[src/rtl/loader_port_sched.sv]
// SDRAM port-A arbiter: buffers ROM-loader bytes in a small FIFO, issues them one per
// nes_ce slot, and keeps the NES CPU held until every byte is committed plus a guard time.
module loader_port_sched #(
  parameter int         ADDR_W      = 22,
  parameter int         FIFO_LG2    = 2,
  parameter logic [1:0] SLOT_PHASE  = 2'd1,
  parameter int         HOLD_CYCLES = 255
) (
  input  logic              clk_i,
  input  logic              reset_i,
  input  logic [1:0]        nes_ce_i,
  input  logic              downloading_i,
  input  logic              ldr_wr_i,
  input  logic [ADDR_W-1:0] ldr_addr_i,
  input  logic [7:0]        ldr_data_i,
  input  logic [ADDR_W-1:0] cpu_addr_i,
  input  logic              cpu_read_i,
  input  logic              cpu_write_i,
  input  logic [7:0]        cpu_dout_i,
  output logic [ADDR_W-1:0] mem_addr_o,
  output logic              mem_we_o,
  output logic              mem_oe_o,
  output logic [7:0]        mem_din_o,
  output logic              cpu_hold_o,
  output logic              ldr_overflow_o,
  output logic [FIFO_LG2:0] fifo_level_o
);

  localparam int DEPTH = 1 << FIFO_LG2;
  localparam int LVL_W = FIFO_LG2 + 1;
  localparam int CNT_W = $clog2(HOLD_CYCLES + 1);
  localparam logic [CNT_W-1:0] HOLD_INIT = CNT_W'(HOLD_CYCLES - 1);

  typedef enum logic [2:0] {ST_BOOT, ST_LOAD, ST_DRAIN, ST_HOLD, ST_IDLE} state_t;

  state_t              state_q, state_d;
  logic [ADDR_W-1:0]   fifo_addr_q [DEPTH];
  logic [7:0]          fifo_data_q [DEPTH];
  logic [FIFO_LG2-1:0] wr_ptr_q, wr_ptr_d, rd_ptr_q, rd_ptr_d;
  logic [LVL_W-1:0]    level_q, level_d;
  logic                mem_we_q, mem_we_d;
  logic [ADDR_W-1:0]   ld_addr_q, ld_addr_d;
  logic [7:0]          ld_data_q, ld_data_d;
  logic                cpu_hold_q, cpu_hold_d;
  logic                ovf_q, ovf_d;
  logic                dl_q;
  logic [CNT_W-1:0]    hold_cnt_q, hold_cnt_d;

  logic slot, issuing_st, accept_st, pop, push, drop, dl_rise;

  always_comb begin
    slot       = (nes_ce_i == SLOT_PHASE);
    issuing_st = (state_q == ST_LOAD) || (state_q == ST_DRAIN);
    accept_st  = issuing_st || (state_q == ST_HOLD);
    pop        = issuing_st && slot && (level_q != '0);
    // A full FIFO still takes a byte when the head leaves on the same clk.
    push       = ldr_wr_i && accept_st && ((level_q != LVL_W'(DEPTH)) || pop);
    drop       = ldr_wr_i && accept_st && !push;
    dl_rise    = downloading_i && !dl_q;
  end

  always_comb begin
    state_d = state_q;
    case (state_q)
      ST_BOOT:  if (downloading_i) state_d = ST_LOAD;
      ST_LOAD:  if (!downloading_i) state_d = ST_DRAIN;
      ST_DRAIN: begin
        if (downloading_i)                       state_d = ST_LOAD;
        else if ((level_q == '0) && !mem_we_q)   state_d = ST_HOLD;
      end
      ST_HOLD: begin
        if (downloading_i)          state_d = ST_LOAD;
        else if (hold_cnt_q == '0)  state_d = ST_IDLE;
      end
      ST_IDLE:  if (downloading_i) state_d = ST_LOAD;
      default:  state_d = ST_BOOT;
    endcase
  end

  always_comb begin
    hold_cnt_d = hold_cnt_q;
    if ((state_d == ST_HOLD) && (state_q != ST_HOLD))
      hold_cnt_d = HOLD_INIT;
    else if ((state_q == ST_HOLD) && (hold_cnt_q != '0))
      hold_cnt_d = hold_cnt_q - CNT_W'(1);

    wr_ptr_d = push ? wr_ptr_q + FIFO_LG2'(1) : wr_ptr_q;
    rd_ptr_d = pop  ? rd_ptr_q + FIFO_LG2'(1) : rd_ptr_q;
    level_d  = level_q;
    if (push && !pop)      level_d = level_q + LVL_W'(1);
    else if (pop && !push) level_d = level_q - LVL_W'(1);

    // Each write occupies exactly one slot: reload or release only on a slot clk.
    mem_we_d  = mem_we_q;
    ld_addr_d = ld_addr_q;
    ld_data_d = ld_data_q;
    if (pop) begin
      mem_we_d  = 1'b1;
      ld_addr_d = fifo_addr_q[rd_ptr_q];
      ld_data_d = fifo_data_q[rd_ptr_q];
    end else if (slot) begin
      mem_we_d  = 1'b0;
    end

    ovf_d      = (dl_rise ? 1'b0 : ovf_q) | drop;
    cpu_hold_d = (state_d != ST_IDLE);
  end

  always_ff @(posedge clk_i or posedge reset_i) begin
    if (reset_i) begin
      state_q    <= ST_BOOT;
      wr_ptr_q   <= '0;
      rd_ptr_q   <= '0;
      level_q    <= '0;
      mem_we_q   <= 1'b0;
      ld_addr_q  <= '0;
      ld_data_q  <= '0;
      cpu_hold_q <= 1'b1;
      ovf_q      <= 1'b0;
      dl_q       <= 1'b0;
      hold_cnt_q <= '0;
    end else begin
      state_q    <= state_d;
      wr_ptr_q   <= wr_ptr_d;
      rd_ptr_q   <= rd_ptr_d;
      level_q    <= level_d;
      mem_we_q   <= mem_we_d;
      ld_addr_q  <= ld_addr_d;
      ld_data_q  <= ld_data_d;
      cpu_hold_q <= cpu_hold_d;
      ovf_q      <= ovf_d;
      dl_q       <= downloading_i;
      hold_cnt_q <= hold_cnt_d;
    end
  end

  // Storage is not reset; a flush only needs the pointers and level cleared.
  always_ff @(posedge clk_i) begin
    if (push) begin
      fifo_addr_q[wr_ptr_q] <= ldr_addr_i;
      fifo_data_q[wr_ptr_q] <= ldr_data_i;
    end
  end

  always_comb begin
    if (state_q == ST_IDLE) begin
      mem_addr_o = cpu_addr_i;
      mem_we_o   = cpu_write_i;
      mem_oe_o   = cpu_read_i;
      mem_din_o  = cpu_dout_i;
    end else begin
      mem_addr_o = ld_addr_q;
      mem_we_o   = mem_we_q;
      mem_oe_o   = 1'b0;
      mem_din_o  = ld_data_q;
    end
    cpu_hold_o     = cpu_hold_q;
    ldr_overflow_o = ovf_q;
    fifo_level_o   = level_q;
  end

endmodule

[config.mk]
export PLATFORM = sky130hd
export DESIGN_NAME = loader_port_sched
export DESIGN_NICKNAME = d
export VERILOG_FILES = /design/src/rtl/loader_port_sched.sv
export SDC_FILE = /design/constraint.sdc
export NUM_CORES = 1
export LEC_CHECK = 0
export ABC_AREA = 1
export CAP_MARGIN = 20
export CORE_UTILIZATION = 54
export CTS_CLUSTER_SIZE = 40
export DETAILED_ROUTE_END_ITERATION = 7
export PLACE_DENSITY = 0.87
export SYNTH_ARGS = -nofsm -noshare
export SYNTH_HDL_FRONTEND = slang
export SYNTH_SLANG_ARGS = --single-unit
[constraint.sdc]
create_clock -name clk_i -period 3.7 [get_ports clk_i]
set_input_delay 0.74 -clock clk_i [delete_from_list [all_inputs] [get_ports clk_i]]
set_output_delay 0.74 -clock clk_i [all_outputs]
set_load 0.03 [all_outputs]
---- Word-level counts from Yosys, hierarchy flattened ----
Memory sizes are Yosys's and may differ from the RTL's. A register that Yosys moved wholly into a read port is not among the register bits.
Cells that the tools add are included.
storage, ports and cells
  output and inout port bits .............. 37
  memories kept ........................... 2
  RAM bits ................................ 120
  bits of input ports ..................... 68
  flip-flop bits (word level) ............. 22
  logic and storage cells ................. 73
memories
  name         words  bits a word  rd ports  clocked after Yosys merged registers in  wr ports  RTL line  text
  fifo_addr_q  4      22           1         1                                        1         37        logic [ADDR_W-1:0] fifo_addr_q [DEPTH];
  fifo_data_q  4      8            1         1                                        1         38        logic [7:0] fifo_data_q [DEPTH];
cells by class
  add/subtract/negate cells ............... 5
  bitwise operators ....................... 1
  mux-type cells .......................... 20
  reductions and logical operators ........ 27
  equality and inequality tests ........... 9
operator list
  operator                                                                count
  3-bit 2-to-1 mux                                                        8
  8-bit 2-to-1 mux                                                        3
  22-bit 2-to-1 mux                                                       1
  3-bit one-hot mux with 4 select lines                                   1
  1-bit logical AND                                                       11
  3-bit by 2-bit equality test with 1-bit output (second input constant)  3
  8-bit logical NOT                                                       1
  8-bit nonzero test                                                      1
  8-bit by 1-bit subtractor with 8-bit output (second input constant)     1
  1-bit 2-to-1 mux                                                        7
  3-bit logical NOT                                                       2
  3-bit != test (second input constant)                                   2
  2-bit nonzero test                                                      3
  2-bit by 1-bit adder with 2-bit output (second input constant)          2
  1-bit logical NOT                                                       4
  3-bit by 1-bit adder with 3-bit output (second input constant)          1
  3-bit by 1-bit equality test with 1-bit output (second input constant)  1
  3-bit equality test (second input constant)                             1
  1-bit logical OR                                                        3
  3-bit by 2-bit != test with 1-bit output (second input constant)        1
  3-bit nonzero test                                                      1
  3-bit by 1-bit subtractor with 3-bit output (second input constant)     1
  2-bit by 1-bit equality test with 1-bit output (second input constant)  1
  2-bit OR reduction                                                      1
  1-bit OR                                                                1

---- Longest topological paths before layout ----
Gate-level depths: netlist of run 1.
  depth after elaboration ................. 10
  gate-level depth with buffers ........... 13
  depth with buffers taken out ............ 13

---- Worst setup path after synthesis of run 1 ----
No wires, ideal clock.
  path kind ............................... input -> register
  from .................................... input nes_ce_i[0]
  to ...................................... memory fifo_addr_q[0][0], enable pin
  stages .................................. 6
  required time ........................... 3283 ps
  library setup time ...................... 417 ps
  buffers on the path ..................... 0
  setup slack ............................. 808 ps
  arrival ................................. 2475 ps
  cells stage by stage .................... inv_1 > nor2_4 > nand4_4 > nand3_2 > nand2_4 > nor2_1
on the way
  word-level cells in the longest chain between the ends .. 7
ends and longest elaborated chain
  item                                            RTL line  text
  start: declaration                              11        input logic [1:0] nes_ce_i,
  2-bit by 1-bit equality test with 1-bit output  52        slot = (nes_ce_i == SLOT_PHASE);
  1-bit logical AND (2 in a row)                  55        pop = issuing_st && slot && (level_q != '0);
  1-bit logical OR                                57        push = ldr_wr_i && accept_st && ((level_q != LVL_W'(DEPTH)) || pop);
  1-bit logical AND                               57
  1-bit 2-to-1 mux                                139       if (push) begin
  1-bit 2-to-1 mux (not written as such)          140       fifo_addr_q[wr_ptr_q] <= ldr_addr_i;
  end: declaration                                37
Every way passes these cells.

---- Final worst setup path of run 1 ----
  from .................................... register state_q[1]
  to ...................................... output mem_addr_o[21]
on the way
  word-level cells in the longest chain between the ends .. 2
ends and longest elaborated chain
  item                      RTL line  text
  start: declaration        36        state_t state_q, state_d;
  start signal: assignment  123       state_q <= state_d;
  3-bit equality test       146       if (state_q == ST_IDLE) begin
  22-bit 2-to-1 mux         146
  end: declaration          20        output logic [ADDR_W-1:0] mem_addr_o,
Every way passes these cells.

==> results of run 1 <==
==> kinds of logic (layout without fill, tap and decap cells) <==
| logic type | count (synthesis) | after routing |
|---|---|---|
| adder cells (fa/ha/maj) | 7 | 7 |
| XOR/XNOR | 6 | 6 |
| multiplexers | 31 | 31 |
| AND/OR/NAND/NOR | 229 | 229 |
| AO/OA/AOI/OAI | 98 | 98 |
| flip-flops | 172 | 172 |
| buffers and inverters | 63 | 178 |
==> how the worst max path moves through the flow <==
stage / startpoint / endpoint / slack (ns) / cells after the start
after floorplan: nes_ce_i[0] / fifo_addr_q[0][0] / 0.81 / 6
after global placement: nes_ce_i[0] / fifo_level_o[1] / 0.85 / 10
after detailed placement: nes_ce_i[0] / fifo_level_o[1] / 0.79 / 10
after CTS: state_q[1] / mem_addr_o[21] / 0.37 / 6
after global routing: state_q[1] / mem_addr_o[21] / 0.29 / 6
final: state_q[1] / mem_addr_o[21] / 0.40 / 6
==> layer usage <==
layer / track usage, % / share of wire, % / vias to the layer above
li1: - / - / 2305
met1: 28.1 / 39 / 2430
met2: 39.4 / 51 / 254
met3: 6.37 / 8.1 / 34
met4: 10.8 / 2.1 / 0
met5: 0 / 0 / -
==> state kept, by name, summed over array words and instances (netlist names) <==
signal          cells
mem_we_q            1
dl_q                1
fifo_level_o        3
ld_addr_q          22
state_q             3
hold_cnt_q          8
fifo_data_q        32
wr_ptr_q            2
ld_data_q           8
ldr_overflow_o      1
cpu_hold_o          1
rd_ptr_q            2
fifo_addr_q        88
==> layout make-up <==
type / count / area [sq um]
fillers: 897 / 4100
clock buffers: 22 / 454
flip-flops and latches: 172 / 4910
well taps: 176 / 220
clock inverters: 10 / 165
repair buffers: 111 / 1090
multi-input cells: 371 / 2160
inverters: 35 / 136
==> cells in the mapped netlist <==
library cell  count  area (sq um)
nand4_1           3          18.8
mux2_2            5          56.3
clkbuf_1         14          52.6
dfstp_2           1          26.3
edfxtp_1        120          3600
xor2_1            5          43.8
inv_6             1          8.76
a21oi_1           3          15.0
nor2_2            1          6.26
o21ai_1           6          30.0
inv_2             5          18.8
o21ai_0          57           285
nor2_1           81           304
nand2_1         111           417
dfrtp_1          51          1280
a21boi_0          1          7.51
mux2_4           26           390
buf_1             1          3.75
o22ai_1          30           188
nand2_4           3          33.8
o21ai_2           1          8.76
ha_1              6          75.1
nand4_4           1          21.3
nor2_8            1          20.0
buf_6             9           101
nand2_2           8          50.1
nor3_1            2          10.0
nand3b_1          2          15.0
buf_2             4          20.0
nand3_2           2          20.0
nand3_1          10          50.1
or2_1             1          6.26
xnor2_1           1          8.76
inv_1            29           109
fa_1              1          20.0
nor3_2            1          10.0
nor2_4            2          22.5
==> power groups by stage <==
| stage | Sequential, uW | Combinational (uW) | Clock (uW) |
|---|---|---|---|
| floorplan | 2730 | 1630 | 0 |
| global placement | 2780 | 2290 | 0 |
| detailed placement | 2800 | 2370 | 0 |
| CTS | 2770 | 2400 | 1870 |
| global route | 2810 | 2600 | 1960 |
| finish | 2770 | 2400 | 1860 |
==> per-stage QoR <==
step / instance area (sq um) / util (%) / total power (uW) / setup slack, ns / hold WS [ns]
3_5_place_dp: 8520 / 64.3 / 5170 / 0.791 / 0.468
5_1_grt: 9140 / 69.0 / 7370 / 0.289 / 0.509
4_1_cts: 9140 / 69.0 / 7040 / 0.370 / 0.483
6_report: 9140 / 69.0 / 7030 / 0.403 / 0.480
3_3_place_gp: 8520 / 64.3 / 5070 / 0.853 / 0.458
2_1_floorplan: 7350 / - / 4370 / 0.808 / 0.436
==> worst max-delay path: stages, from the launching register on <==
cell and delay [ns]:
dfrtp_1 0.40, inv_2 0.06, nand2_4 0.09, inv_1 0.07, nand2_4 0.48, mux2_2 0.41, clkdlybuf4s50_1 0.60
==> run metrics, run 1 <==
mux share of post-synthesis cell area=6.07%; clock share of power=26.5%; antenna cells=0; Hold Path Sink=ld_addr_q[0]; CTS tree=built; min Tclk post-route=3.30 ns; final setup vio count=0; largest net degree at the start of global routing=63; fin nets=783; Die Y=119 um; vias per std cell=5.60; Synth Area in XOR/XNOR=0.715%; cell count after synthesis=606; later-pin clock latency in the skew report=0.43 ns; #FFs+latches synth=172; Compound-Gate Fraction of Synth Area=7.27%; RR Endpoint=ld_addr_q[19]; Reg clk slew, reported paths=0.06 ns; slew margin rel.=25.5%; arrival time at the worst endpoint=2.56 ns; Synthesis Warnings=0; initial antenna violation count=0; initial core utilization=55.5%; die area=14100 sq um; share of cells above drive strength 1=13.7%; total of max-cap violations=0; # rows=42; WS Path Type=reg2out; status=complete, no violations; initial DRC count=442; r2r startpoint=rd_ptr_q[1]; sw frac=34.2%; reg-to-reg setup timing slack=1.08 ns; Lkg Pwr=0.00364 uW; gpl congestion=0.847; IO Count=105; max-slew violations=0; Sum Neg Setup Slack=0 ns; Num CTS Buffers=17; first-pass GRT wire length=25000 um; Max Freq=303 MHz; CP Max Fanout=34; via count=5023; most common cell after layout, fill and taps aside=edfxtp_1; register share of total power=39.4%; transition time of the tightest slew-check pin=1.12 ns; type of origin of the critical path=flop; Min-Delay Startpoint=ld_addr_q[0]; Die W=119 um; CTS Buffer Depth=2; CP endpoint kind=output pin; Detail Route Antenna Nets=0; vias in the first global route=5115; Post-Synth Adder-Cell Area=1.29%; worst hold path depth=2; switching power=2400 uW; Post-DP HPWL=9030 um; Syn Area/Cell=12.1 sq um; largest family of logic cells by synthesized area=simple AND/OR/NAND/NOR gates; cells on worst reg2reg path=5; Synth Area in Simple Gates=13.7%; clock skew=0.00731 ns; Yosys cell types=37; H-tree Lvls=4; RSZ-0062 raised after global routing=false; Post-CTS Setup Bufs=0; Mapped Nets=681; Data required, critical path=2.96 ns; P_int=4620 uW; gr usage total=23.4%; Hold Vio Cnt, Final=0; commonest cells after routing, fill and taps aside=120 x edfxtp_1, 111 x nand2_1, 104 x clkdlybuf4s50_1, 77 x nor2_1, 57 x o21ai_0; HP Class=reg2reg; synthesis-to-finish area growth=24.3%; Clock Sinks=172; clock root cell=clkbuf_16; Core ar.=13200 sq um; total wire length=15800 um; peak supply drop=0.000428 V; DRT Pass-1 Iters=5; Post-Layout Cell Count=897; cts repair resizes=0; Placed Instances=865; Post-route DRC=0; Overflow after GRT=0; Logic pwr share=34.1%; Routed WL per cell=17.6 um; port bufs=104; hold_buf cts=0; fin crit share=89.1%; sequential cell area fraction in the yosys report=66.7%; Post-Syn Area=7350 sq um; power density over cell area=769 nW/um^2
(Power assumes the default switching activity.)
==> run 2, diff against run 1 <==
--- a/config.mk
+++ b/config.mk
@@ -10,6 +10,7 @@
 export CORE_UTILIZATION = 54
 export CTS_CLUSTER_SIZE = 40
 export DETAILED_ROUTE_END_ITERATION = 7
+export GPL_TIMING_DRIVEN = 1
 export PLACE_DENSITY = 0.87
 export SYNTH_ARGS = -nofsm -noshare
 export SYNTH_HDL_FRONTEND = slang
==> results of run 2 <==
Final layout, timing and power as in run 1 (identical DEF).
==> run 3, diff against run 2 <==
--- a/config.mk
+++ b/config.mk
@@ -7,6 +7,7 @@
 export LEC_CHECK = 0
 export ABC_AREA = 1
 export CAP_MARGIN = 20
+export CORE_MARGIN = 4
 export CORE_UTILIZATION = 54
 export CTS_CLUSTER_SIZE = 40
 export DETAILED_ROUTE_END_ITERATION = 7
==> run metrics, run 3 (synthesis gave the netlist of run 1 again) <==
cts repair resizes=0; IO Count=105; clock skew=0.00772 ns; # rows=42; CP endpoint kind=output pin; final setup margin=0.409 ns; max reg flops=88; Clock Sinks=172; transition time of the tightest slew-check pin=1.06 ns; largest registers=fifo_addr_q: 88 flops, fifo_data_q: 32 flops, ld_addr_q: 22 flops; pre-CTS setup slack=0.789 ns; slew margin rel.=29.1%; hold_buf cts=0; status=complete, no violations; via count=5034; final core utilization=68.7%; Min-Delay Startpoint=ld_data_q[5]; power density over cell area=767 nW/um^2; HP Class=reg2reg; Post-DP HPWL=9580 um; type of origin of the critical path=flop; Reg clk slew, reported paths=0.06 ns; slowest CP cell=clkdlybuf4s50_1; Post-route DRC=0; Lkg Pwr=0.00364 uW; Routed WL per cell=18.1 um; total wire length=16200 um; RSZ-0062 raised after global routing=false; CP most frequent cell=nand2_4; Die Y=125 um; max-slew violations=0; initial DRC count=462; fin crit share=88.9%; r2r startpoint=fifo_level_o[0]; Detail Route Antenna Nets=0; CP Cell Sequence=inv_2 > nand2_4 > inv_1 > nand2_4 > mux2_2 > clkdlybuf4s50_1; RR Endpoint=fifo_level_o[2]; gr usage total=21.1%; Max Freq=304 MHz; Crit path largest cell delay=0.59 ns; min Tclk post-route=3.29 ns; cells on worst reg2reg path=12; CTS Buffer Depth=2; initial core utilization=55.3%; worst hold path depth=2; antenna cells=0; synthesis-to-finish area growth=24.3%; Core ar.=13300 sq um; reg-to-reg setup timing slack=1.44 ns; largest net degree at the start of global routing=63; Post-CTS Setup Bufs=0; die area=15500 sq um; final setup vio count=0; DRT Pass-1 Iters=6; vias in the first global route=5244; CP Max Fanout=34; WS Path Type=reg2out; Data required, critical path=2.96 ns; fin nets=784; initial antenna violation count=0; CTS tree=built; gpl congestion=0.793; Overflow after GRT=0; peak supply drop=0.000416 V; share of cells above drive strength 1=14.4%; Sum Neg Setup Slack=0 ns; Hold Vio Cnt, Final=0; commonest cells after routing, fill and taps aside=120 x edfxtp_1, 111 x nand2_1, 104 x clkdlybuf4s50_1, 77 x nor2_1, 57 x o21ai_0; H-tree Lvls=4; first-pass GRT wire length=25800 um; Total Power Consumption=7010 uW; Die W=125 um; arrival time at the worst endpoint=2.55 ns; Hold Path Sink=ld_data_q[5]; Num CTS Buffers=17; clock root cell=clkbuf_16; Largest Register=fifo_addr_q; most common cell after layout, fill and taps aside=edfxtp_1; later-pin clock latency in the skew report=0.43 ns; total of max-cap violations=0; vias per std cell=5.61; port bufs=104
-- run 3: worst max path at each step --
stage | startpoint | end | slack [ns] | cells after the start
finish | state_q[1] | mem_addr_o[21] | 0.41 | 6
CTS | state_q[1] | mem_addr_o[21] | 0.39 | 6
floorplan | nes_ce_i[0] | fifo_addr_q[0][0] | 0.81 | 6
detailed placement | nes_ce_i[0] | fifo_level_o[2] | 0.79 | 14
global route | state_q[1] | mem_addr_o[21] | 0.29 | 6
global placement | nes_ce_i[0] | fifo_level_o[1] | 0.85 | 10
-- run 3: final cells by class --
class                           count  area, sq um
Multi-Input combinational cell    371         2160
Tap cell                          176          220
Fill cell                         867         4160
Sequential cell                   172         4910
Clock inverter                     14          170
Clock buffer                       18          439
Timing Repair Buffer              112         1100
Inverter                           35          136
-- run 3: per-layer routing --
| metal | vias to the layer above | wire length [um] | GRT usage [%] |
|---|---|---|---|
| li1 | 2298 | - | - |
| met1 | 2467 | 6330 | 24.9 |
| met2 | 237 | 8210 | 36.6 |
| met3 | 32 | 1340 | 5.96 |
| met4 | 0 | 328 | 8.19 |
| met5 | - | 0 | 0 |
-- run 3: worst max-delay path: cells and delay by family (launching register included) --
family	cells	cell delay, ns
buffers and inverters	3	0.72
AND/OR/NAND/NOR	2	0.57
multiplexers	1	0.41
flip-flops	1	0.40
-- run 3: metrics by stage --
stage / cells / hold WS (ns) / instance area (sq um)
floorplan: 606 / 0.436 / 7350
global placement: 866 / 0.464 / 8530
detailed placement: 866 / 0.467 / 8530
CTS: 898 / 0.484 / 9140
global route: 898 / 0.497 / 9140
finish: 898 / 0.480 / 9140
-- run 3: power breakdown --
part | internal [uW] | leakage [uW] | switching (uW)
logic | 973 | 0.00164 | 1510
registers | 2510 | 0.00171 | 203
clock network | 1080 | 0.000288 | 738
